<file path="src/rtl/add_serial_pkg.sv">
// Shared definitions for the serial-adder arbiter: FSM encoding, operand width
// and the default abort timeout.
package add_serial_pkg;

  localparam int unsigned OP_W        = 8;
  localparam int unsigned DEF_TIMEOUT = 16;

  typedef enum logic [1:0] {
    IDLE   = 2'd0,
    LAUNCH = 2'd1,
    WAIT   = 2'd2,
    RESP   = 2'd3
  } state_t;

  // Round-robin pointer advance: slot after v, wrapping at n.
  function automatic int unsigned wrap_inc(input int unsigned v, input int unsigned n);
    return (v + 1 >= n) ? 0 : v + 1;
  endfunction

endpackage

</file>
<file path="src/rtl/add_serial_arb_rr_arbiter.sv">
// Combinational round-robin picker: first set request at or above ptr, with wrap.
module rr_arbiter
  import add_serial_pkg::*;
#(
  parameter int unsigned N_REQ = 4,
  parameter int unsigned ID_W  = 2
) (
  input  logic [N_REQ-1:0] req,
  input  logic [ID_W-1:0]  ptr,
  output logic [N_REQ-1:0] grant_onehot,
  output logic [ID_W-1:0]  grant_id,
  output logic             any
);

  logic              found;
  logic [ID_W-1:0]   idx;
  int unsigned       slot;

  assign any = |req;

  always_comb begin
    grant_onehot = '0;
    grant_id     = '0;
    found        = 1'b0;
    idx          = '0;
    slot         = 0;
    for (int unsigned k = 0; k < N_REQ; k++) begin
      slot = (32'(ptr) + k) % N_REQ;
      idx  = ID_W'(slot);
      if (!found && req[idx]) begin
        found             = 1'b1;
        grant_onehot[idx] = 1'b1;
        grant_id          = idx;
      end
    end
  end

endmodule

</file>
<file path="src/rtl/add_serial_arb.sv">
// Shares one bit-serial adder among N_REQ requesters: round-robin grant,
// one-cycle launch, bounded wait for done, tagged response with backpressure.
module add_serial_arb
  import add_serial_pkg::*;
#(
  parameter int unsigned N_REQ   = 4,
  parameter int unsigned ID_W    = 2,
  parameter int unsigned TIMEOUT = DEF_TIMEOUT
) (
  input  logic                  clk,
  input  logic                  rst,
  input  logic [N_REQ-1:0]      req_valid,
  output logic [N_REQ-1:0]      req_ready,
  input  logic [OP_W*N_REQ-1:0] req_a,
  input  logic [OP_W*N_REQ-1:0] req_b,
  output logic                  rsp_valid,
  input  logic                  rsp_ready,
  output logic [ID_W-1:0]       rsp_id,
  output logic [OP_W-1:0]       rsp_sum,
  output logic                  rsp_err,
  output logic                  add_en,
  output logic [OP_W-1:0]       add_a,
  output logic [OP_W-1:0]       add_b,
  input  logic [OP_W-1:0]       add_sum,
  input  logic                  add_done,
  output logic                  busy
);

  localparam int unsigned       TMR_W    = (TIMEOUT > 1) ? $clog2(TIMEOUT) : 1;
  localparam logic [TMR_W-1:0]  TMR_LAST = TMR_W'(TIMEOUT - 1);

  state_t             state;
  state_t             state_nxt;
  logic [ID_W-1:0]    rr_ptr;
  logic [N_REQ-1:0]   grant_onehot;
  logic [ID_W-1:0]    grant_id;
  logic               any_req;
  logic [TMR_W-1:0]   timer;
  logic               timed_out;

  rr_arbiter #(
    .N_REQ (N_REQ),
    .ID_W  (ID_W)
  ) u_arb (
    .req          (req_valid),
    .ptr          (rr_ptr),
    .grant_onehot (grant_onehot),
    .grant_id     (grant_id),
    .any          (any_req)
  );

  assign timed_out = (timer == TMR_LAST);

  always_ff @(posedge clk or posedge rst) begin
    if (rst) begin
      state <= IDLE;
    end else begin
      state <= state_nxt;
    end
  end

  always_comb begin
    state_nxt = state;
    case (state)
      IDLE:    if (any_req) state_nxt = LAUNCH;
      LAUNCH:  state_nxt = WAIT;
      WAIT:    if (add_done || timed_out) state_nxt = RESP;
      RESP:    if (rsp_ready) state_nxt = IDLE;
      default: state_nxt = IDLE;
    endcase
  end

  always_comb begin
    req_ready = '0;
    add_en    = 1'b0;
    rsp_valid = 1'b0;
    busy      = (state != IDLE);
    case (state)
      IDLE:    req_ready = grant_onehot;
      LAUNCH:  add_en    = 1'b1;
      RESP:    rsp_valid = 1'b1;
      default: ;
    endcase
  end

  // Operands, ID and result are registered so they stay stable through WAIT/RESP.
  always_ff @(posedge clk or posedge rst) begin
    if (rst) begin
      add_a   <= '0;
      add_b   <= '0;
      rsp_id  <= '0;
      rsp_sum <= '0;
      rsp_err <= 1'b0;
      rr_ptr  <= '0;
      timer   <= '0;
    end else begin
      case (state)
        IDLE: begin
          if (any_req) begin
            add_a  <= req_a[grant_id*OP_W +: OP_W];
            add_b  <= req_b[grant_id*OP_W +: OP_W];
            rsp_id <= grant_id;
            rr_ptr <= ID_W'(wrap_inc(32'(grant_id), N_REQ));
          end
        end
        LAUNCH: begin
          timer <= '0;
        end
        WAIT: begin
          // done takes priority over a coincident timeout
          if (add_done) begin
            rsp_sum <= add_sum;
            rsp_err <= 1'b0;
          end else if (timed_out) begin
            rsp_sum <= '0;
            rsp_err <= 1'b1;
          end else begin
            timer <= timer + 1'b1;
          end
        end
        default: ;
      endcase
    end
  end

endmodule
</file>
<file path="config.mk">
export PLATFORM = sky130hd
export DESIGN_NAME = add_serial_arb
export DESIGN_NICKNAME = d
export VERILOG_FILES = /design/src/rtl/add_serial_pkg.sv /design/src/rtl/add_serial_arb_rr_arbiter.sv /design/src/rtl/add_serial_arb.sv
export SDC_FILE = /design/constraint.sdc
export NUM_CORES = 1
export LEC_CHECK = 0
export ABC_AREA = 1
export CAP_MARGIN = 5
export CORE_MARGIN = 1.5
export CORE_UTILIZATION = 48
export CTS_BUF_LIST = sky130_fd_sc_hd__clkbuf_2
export CTS_CLUSTER_DIAMETER = 40
export DETAILED_ROUTE_END_ITERATION = 7
export GPL_TIMING_DRIVEN = 0
export PLACE_DENSITY = 0.88
export SYNTH_ARGS = -nofsm -noshare
export SYNTH_HDL_FRONTEND = slang
export SYNTH_HIERARCHICAL = 1
export SYNTH_SLANG_ARGS = --single-unit
</file>
<file path="constraint.sdc">
create_clock -name clk -period 4.4 [get_ports clk]
set_input_delay 0.88 -clock clk [delete_from_list [all_inputs] [get_ports clk]]
set_output_delay 0.88 -clock clk [all_outputs]
set_load 0.05 [all_outputs]
</file>
# After elaboration in Yosys (flattened, before gate mapping)
# Cells that the tools add are included.
# word_totals
reg_bits	35
in_bits	80
output_inout_bits	34
wordCells	98
# classes
add_sub_neg	5
order_cmp	9
n_eq_ne	9
shift	2
n_mux	42
bitwise_logic	3
reduce_logical	20
# ops
op	n
$shiftx 32x6->8	2
$mux 4	7
$mux 2	8
$mux 8	2
$mux 1	15
$lt 2x3->1 const B	4
$or 4x4->4	3
$ne 2x2->1 const B	5
$bmux 1 s2	4
$demux 1 s2	4
$ge 2x1->1 const B	4
$pmux 2 s4	1
$pmux 4 s2	1
$logic_and 1x1->1	7
$reduce_and 3->1	2
$reduce_bool 2->1	3
$add 2x2->2 const B	2
$add 4x1->4 const B	1
$eq 2x2->1 const B	2
$eq 4x4->1 const B	1
$reduce_and 2->1	2
$reduce_or 4->1	1
$add 2x1->3 const B	1
$ge 3x3->1 const B	1
5 further kinds	7

# Logic depth before layout (Yosys ltp)
# Gate-level depths: netlist of run 1.
# depth
word_depth	15
mapped_depth	18
mapped_depth_nobuf	15

# Modules after synthesis
# The synthesis of run 1 kept the hierarchy.
# modules_own_cells
module	n_inst	cells_per_inst	area_each_um2	seq_area_each_um2
add_serial_arb	1	353	2290.9	875.8
rr_arbiter	1	83	483.0	0.0

# Worst setup path before layout of run 1
# No wires, ideal clock.
# synth_timing
path_kind	input to output
from	input req_valid[3]
to	output req_ready[0]
arrival_ns	1.886
required_ns	3.520
path_slack_ns	1.634
stages	9
n_path_buf	0
cell_sequence	inv_1 -> nand2_1 -> nand3_4 -> nand2_4 -> nor2_8 -> nand3_1 -> nand3_1 -> nand2_1 -> inv_1
# synth_via
elab_chain_len	13
elab_cells_between_ends	25
classes_between	mux: 16; bitwise: 3; reduce/logical: 6
# synth_rtl
element	line	text
start, declared	add_serial_arb.sv:12	input logic [N_REQ-1:0] req_valid,
$bmux 1 s2	add_serial_arb_rr_arbiter.sv:30	if (!found && req[idx]) begin
$mux 1 (implied by the code)	add_serial_arb_rr_arbiter.sv:30	
$mux 1	add_serial_arb_rr_arbiter.sv:30	
$logic_not 1->1	add_serial_arb_rr_arbiter.sv:30	
$logic_and 1x1->1	add_serial_arb_rr_arbiter.sv:30	
$mux 1	add_serial_arb_rr_arbiter.sv:30	
$logic_not 1->1	add_serial_arb_rr_arbiter.sv:30	
$logic_and 1x1->1	add_serial_arb_rr_arbiter.sv:30	
$mux 1	add_serial_arb_rr_arbiter.sv:30	
$logic_not 1->1	add_serial_arb_rr_arbiter.sv:30	
$logic_and 1x1->1	add_serial_arb_rr_arbiter.sv:30	
$mux 4 *	add_serial_arb_rr_arbiter.sv:30	
net grant_onehot[0]	add_serial_arb.sv:35	logic [N_REQ-1:0] grant_onehot;
$mux 4 *	add_serial_arb.sv:78	case (state)
end, declared	add_serial_arb.sv:13	output logic [N_REQ-1:0] req_ready,
# Mark *: on every way through the listed nets, which the timed path passes. The rest lies on a longest branch. The select of a mux whose other input is x is not followed.

# Final worst setup path of run 1
# layout_timing
from	register rr_ptr[1]
to	output req_ready[3]
# layout_via
elab_chain_len	13
elab_cells_between_ends	48
classes_between	add/sub: 3; order compare: 8; mux: 24; bitwise: 3; reduce/logical: 10
# layout_rtl
element	line	text
start, declared	add_serial_arb.sv:34	logic [ID_W-1:0] rr_ptr;
start signal, assigned	add_serial_arb.sv:103	rr_ptr <= ID_W'(wrap_inc(32'(grant_id), N_REQ));
branches (longest 11 deep; another with $lt 2x3->1)	--	
$mux 4 *	add_serial_arb_rr_arbiter.sv:30	
net grant_onehot[3]	add_serial_arb.sv:35	
$mux 4 *	add_serial_arb.sv:78	
# Mark *: on every way through the listed nets, which the timed path passes. The select of a mux whose other input is x is not followed.

==> impl_results.md, run 1 <==
- Initial Util: 50.1%
- Total grt overflow: 0
- Delay-heaviest family, CP: buffers and inverters
- Post-synth EDFFs: 0
- Flop-to-flop setup slack: 1600 ps
- Routability cong.: 0.856
- Clk sink count: 35
- Die Y-Extent: 79.0 um
- Vias/cell: a little under 5
- Worst Max-Slew Pin Slew: roughly 680 ps
- All-layer global routing usage: approximately a quarter
- Slew Limit Fails: 0
- Worst path arrival time: 3110 ps
- Critical-path cell list: inv_1 -> ha_1 -> inv_1 -> nand3_1 -> nand2_1 -> nor2_2 -> a21oi_1 -> nand3_1 -> nand2_1 -> inv_1 -> clkdlybuf4s50_1
- CTS hold repair buffers: 0
- P_sw: 2010 uW
- Post-route cell area: 4050 um2
- Synth Register Bits: 35
- Slowest-stage cell, CP: clkdlybuf4s50_1
- Yosys top cell area share: 31.6%
- Die width: 79.0 um
- Top area cells in the synthesized netlist: dfrtp_1 (32%), nand2_1 (26%), nand3_1 (12%)
- CP Buf/Inv Count: 4
- Slew Limit Headroom: 54.5%
- Max_cap viols: 0
- Sequential cell area fraction in the yosys report: about a third
- Commonest cells post-synth: nand2_1 (189), inv_1 (70), nand3_1 (67), dfrtp_1 (35), ha_1 (12)
- Netlist Area Pre-Place: 2770 um2
- IO buf count: 113
- CTS tree: done
- Vias in the first global route: roughly 3000
- Logic pwr share: 79.2%
- Worst EP required: approximately 3500 ps
- Vias: 3123
- Layout cell share with drive strength beyond 1: 7.55%
- Synth-to-Final Area Change: 46.1%
- RSZ-0062 raised after global routing: false
- Layout Skew: approximately 22 ps
- Post-synth cell types: 27
- Clock Tree Root: clkbuf_2
- Max Clk Rate: 251 MHz
- Area leader, netlist: dfrtp_1
- Syn Inst Count: 436
- CP Max Fanout: 7
- Clock Tree Buf Depth: 2
- Final setup violation count: 0
- # IOs: between 100 and 150
- Setup_tns: 0 ps
- DIE AREA: around 6200 um2
- Avg WL per Cell: 12.2 um
- Post-CTS Resized: 0
- Main synth FF type: dfrtp_1
- Status: finished clean
- Final WL: 7680 um
- Placed Area: between 4000 and 5000 um2
- CP Capture Type: output port
- Cell mode on critical path: inv_1
- DPL Wire Length: 6110 um
- Worst-path clk slew: roughly 160 ps
- Ys async rst share: 100%
- Worst vdd rail ir drop: 618 uV
- Synth warn: 6
- Int Pwr: 1460 uW
- Flop pwr share: 16.8%
- Switching share of power: 57.9%
- Leak: 0.00225 uW
- Final Hold Viols: 0
- Final worst-path cycle share: 90.6%
- Final Net Count: approximately 650
- Syn avg cell area: 6.36 um2
- Mapped Nets: 528
- Post-route ant nets: 0
- Clock Power Share: 4.0%
- Largest net degree at the start of global routing: 21
- Pre-antenna DRT Iters: 5
- DR iter-0 viols: 143
- CP startpoint kind: flop
- Worst min-delay path class: flop to flop
- Clk Latency, worst-skew pair: ~400 ps
- Setup Fix Bufs, Post-CTS: 0
- H-Tree Depth: 2
- CTS buffer count: 5
- Top-count cell post-synth: nand2_1
- Crit path time final: 3990 ps
- Inserted Diodes: 0
- Initial antenna violation count: 0
- DRC: 0
- CP Class: flop to output port
- CORE AREA: 5540 um2
- Pwr dens: 856 nW/um2
- First-pass GRT wire length: 12800 um
- Slowest cell delay on critical path: 790 ps
- Row cnt: 27
metal layers:
| metal | global-route usage [%] | vias up | share of wire [%] |
|---|---|---|---|
| li1 | - | 1561 | - |
| met1 | 30.1 | 1427 | 41 |
| met2 | 45.7 | 115 | 51 |
| met3 | 4.94 | 20 | 5.8 |
| met4 | 9.47 | 0 | 2.4 |
| met5 | 0 | - | 0 |
per-stage QoR:
step	util, %	worst slack, ps	hold slack [ps]	std cells	total power, uW
floorplan	-	1630	490	436	2560
global placement	72.1	549	464	621	3240
detailed placement	72.6	515	472	622	3320
CTS	73.1	422	509	628	3470
global route	73.1	171	537	628	3770
finish	73.1	414	502	628	3470
power by group through the flow:
stage / Sequential (uW) / Combinational, uW / Clock [uW]
after floorplan: 963 / 1600 / 0
after global placement: 579 / 2660 / 0
after detailed placement: 585 / 2730 / 0
after CTS: 580 / 2750 / 142
after global routing: 596 / 3020 / 154
final: 582 / 2750 / 140
cell type report:
| cell class | instances | area (um2) |
|---|---|---|
| inverter | 74 | 283 |
| buffer | 14 | 105 |
| tap | 72 | 90.1 |
| clock buffer | 6 | 30.0 |
| timing repair buffer | 114 | 1160 |
| multi-input combinational | 313 | 1510 |
| fill | 459 | 1490 |
| sequential | 35 | 876 |
flip-flops by register name (all words and copies together), names as in the netlist:
register and cells:
rsp_err 1, add_a 8, rr_ptr 2, add_b 8
state 2, rsp_sum 8, rsp_id 2, timer 4
cell usage in the layout (no fill, tap or decap), types with 5 or more instances in the layout:
cell / n
nand2_1: 189
clkdlybuf4s50_1: 113
inv_1: 70
nand3_1: 67
dfrtp_1: 35
ha_1: 12
nor2_1: 9
nand2_2: 8
buf_2: 6
a21oi_1: 6
clkbuf_2: 6
buf_4: 5
worst reg2reg max path, cell delays in order, from the launching register on:
cell     delay [ps]
dfrtp_1         540
inv_1           210
ha_1            370
inv_1           130
nand3_1          90
nand2_1         130
nand3_1          80
nor2_1          120
nor2_1           60
nor2_1          170
buf_2           210
buf_2           240
nand2_1          80
nand3_1         110
nand2_1          70
nand2_1          60
nand2_1          50
logic make-up (layout without fill, tap and decap cells):
logic type	count (synthesis)	count (layout)	synth area share, %
and+or+nand+nor	285	285	45.6
buffers and inverters	88	208	14.0
DFF	35	35	31.6
AOI/OAI and AO/OA	15	15	3.16
adders and majority gates	12	12	5.41
xor gates and xnor gates	1	1	0.316
path summary, 6_finish.rpt:
kind,cells past startpoint,from,endpoint
min reg2reg,2,add_b[0],add_b[0]
min,2,add_b[0],add_b[0]
max,11,rr_ptr[1],req_ready[3]
min in group asynchronous,2,rst,add_b[4]
max in group asynchronous,3,rst,rsp_sum[3]
max reg2reg,16,rr_ptr[1],add_a[3]
(Power assumes the default switching activity.)
==> run 2: changes to the inputs <==
--- a/config.mk
+++ b/config.mk
@@ -16,5 +16,4 @@
 export PLACE_DENSITY = 0.88
 export SYNTH_ARGS = -nofsm -noshare
 export SYNTH_HDL_FRONTEND = slang
-export SYNTH_HIERARCHICAL = 1
 export SYNTH_SLANG_ARGS = --single-unit
==> impl_results.md, run 2 <==
- Slew Limit Headroom: 52.8%
- Worst Max-Slew Pin Slew: 707 ps
- Area leader, netlist: dfrtp_1
- All-layer global routing usage: between 20% and 30%
- Row cnt: 27
- Die width: slightly below 80 um
- Worst min-delay path class: flop to flop
- Final Hold Viols: 0
- RSZ-0062 raised after global routing: false
- Status: finished clean
- Yosys top cell area share: 31.9%
- H-Tree Depth: 2
- CP Class: flop to output port
- Syn Inst Count: 410
- Post-synthesis mux area share: less than 1%
- CTS buffer count: 5
- Met3 routed WL: 344 um
- Switching share of power: 58.4%
- Total grt overflow: 0
- Synth-to-Final Area Change: 46.0%
- Reg2Reg Launch Point: rr_ptr[1]
- Commonest cells post-synth: nand2_1 (146), nand3_1 (69), inv_1 (61), dfrtp_1 (35)
- Post-CTS Resized: 0
- Routability cong.: 0.893
- Final setup violation count: 0
- Multi-input gate area: 1520 um2
- Top-count cell post-synth: nand2_1
- Synth Register Bits: 35
- Max_cap viols: 0
- Fillers: between 400 and 500
- Largest family of logic cells by synthesized area: simple AND/OR/NAND/NOR gates
- Vias/cell: between 5 and 6
- Syn avg cell area: 6.70 um2
- Flop-to-flop setup slack: 1850 ps
- CP Max Fanout: 9
- # IOs: ~110
- P_sw: 2060 uW
- Met1 wire length: 3170 um
- Final worst-path cycle share: a little over nine tenths
- Main synth FF type: dfrtp_1
- DR top layer: met4
- Initial Util: 49.9%
- Clk sink count: 35
- Most frequent cells in the layout: nand2_1 (146), clkdlybuf4s50_1 (113), nand3_1 (69), inv_1 (60), dfrtp_1 (35)
- CTS tree: done
- Final WS setup: 257 ps
- DIE AREA: around 6200 um2
- Die Y-Extent: 78.6 um
- Netlist Area Pre-Place: 2750 um2
- Synth warn: 0
- Max Clk Rate: 241 MHz
- Layout cell share with drive strength beyond 1: 8.29%
- Crit path time final: roughly 4100 ps
- Initial antenna violation count: 0
- CP Capture Type: output port
- Vias: 3035
- Clock Tree Root: clkbuf_2
- Worst vdd rail ir drop: 476 uV
- Simple-Gate Fraction of Synth Area: 43.3%
- Post-synth cell types: 35
- Most common cell after layout, fill and taps aside: nand2_1
- Top Registers: add_a (8), add_b (8), rsp_sum (8)
- Dpl ws: 398 ps
- Slew Limit Fails: 0
- Layout Skew: 13.1 ps
- First-pass GRT wire length: around 13000 um
- Leak: 0.00206 uW
- Ys async rst share: 100%
- IO buf count: 113
- Clock Power Share: 4.4%
- Avg WL per Cell: approximately 13 um
- DPL Wire Length: slightly above 6000 um
- Pre-antenna DRT Iters: 4
- Worst Hold Depth: 2
- Compound-Gate Fraction of Synth Area: around 5.8%
- Register Area: 876 um2
- R2R depth: 15
- DRC: 0
- Xor and xnor area share after synthesis: 0%
- Final WL: 7650 um
- Pwr dens: around 880 nW/um2
- Worst EP required: 3520 ps
- Final core utilization: between 70% and 80%
- Sequential cell area fraction in the yosys report: 31.9%
- Worst Hold Endpoint: add_a[7]
- CORE AREA: 5510 um2
- Clock Tree Buf Depth: 2
- Post-route ant nets: 0
- CTS hold repair buffers: 0
- Top area cells in the synthesized netlist: dfrtp_1 (32%), nand2_1 (20%), nand3_1 (13%)
- CP startpoint kind: flop
- Mapped Nets: 503
- Worst path arrival time: 3260 ps
- Hold Crit Start: add_a[7]
- Worst-path clk slew: 180 ps
- Flop pwr share: 16.4%
- Largest net degree at the start of global routing: 36
- Setup_tns: 0 ps
- Final Net Count: between 600 and 700
- Setup Fix Bufs, Post-CTS: 0
- Post-route cell area: 4010 um2
- Logic pwr share: 79.2%
- Vias in the first global route: 2913
- Int Pwr: 1470 uW
- DR iter-0 viols: 161
- Inserted Diodes: 0
- Clk Latency, worst-skew pair: roughly 400 ps
- Placed Area: 3970 um2
- WL met2: 3870 um
- Worst reg2reg path endpoint: add_a[6]
- Adder-cell share of the synthesized area: 5.93%
- Post-synth EDFFs: 0
[run 2: how the worst max path moves through the flow]
stage / from / endpoint / slack, ps / depth (start not counted)
after global placement: req_valid[3] / req_ready[3] / 440 / 11
after CTS: rr_ptr[1] / req_ready[3] / 270 / 12
final: rr_ptr[1] / req_ready[3] / 260 / 12
after floorplan: rr_ptr[0] / req_ready[0] / 1520 / 12
after global routing: rr_ptr[1] / req_ready[3] / 80 / 12
after detailed placement: req_valid[3] / req_ready[1] / 400 / 12
[run 2: area by class of cell]
| class | instances | share of cell area, % |
|---|---|---|
| Buffer | 14 | 2.34 |
| Clock buffer | 6 | 0.749 |
| Clock inverter | 2 | 0.312 |
| Inverter | 66 | 6.37 |
| Multi-Input combinational cell | 295 | 37.9 |
| Sequential cell | 35 | 21.8 |
| Tap cell | 72 | 2.25 |
| Timing Repair Buffer | 113 | 28.2 |
[run 2: metrics by stage]
stage	total power [uW]	instances	hold WS [ps]
after floorplan	2630	410	479
after global placement	3280	595	465
after detailed placement	3370	595	471
after CTS	3520	603	515
after global routing	3840	603	548
final	3530	603	509
[run 2: cells by family after synthesis]
kind of cell    after synthesis
fa+ha+maj                    13
buf+inv                      80
compound gates               28
mux                           1
flops                        35
simple gates                253
[run 2: routing by layer]
layer | up-vias | track usage [%]
met1 | 1389 | 31.3
li1 | 1531 | -
met5 | - | 0
met4 | 0 | 12.5
met3 | 21 | 3.95
met2 | 94 | 46.2
[run 2: critical path, cell delays in order (launching register included)]
cell and delay (ps):
dfrtp_1 500, inv_1 270, ha_1 350, inv_1 120, nand3_2 100, nand2_4 110
inv_2 70, nor2_8 140, nand2_1 80, o21ai_0 180, o21ai_0 100, inv_1 60
clkdlybuf4s50_1 790
[run 2: power by group through the flow]
stage / Sequential [uW] / Clock (uW) / Combinational [uW]
5_1_grt: 597 / 171 / 3070
3_3_place_gp: 577 / 0 / 2710
2_1_floorplan: 962 / 0 / 1670
4_1_cts: 576 / 157 / 2790
6_report: 578 / 155 / 2800
3_5_place_dp: 583 / 0 / 2780
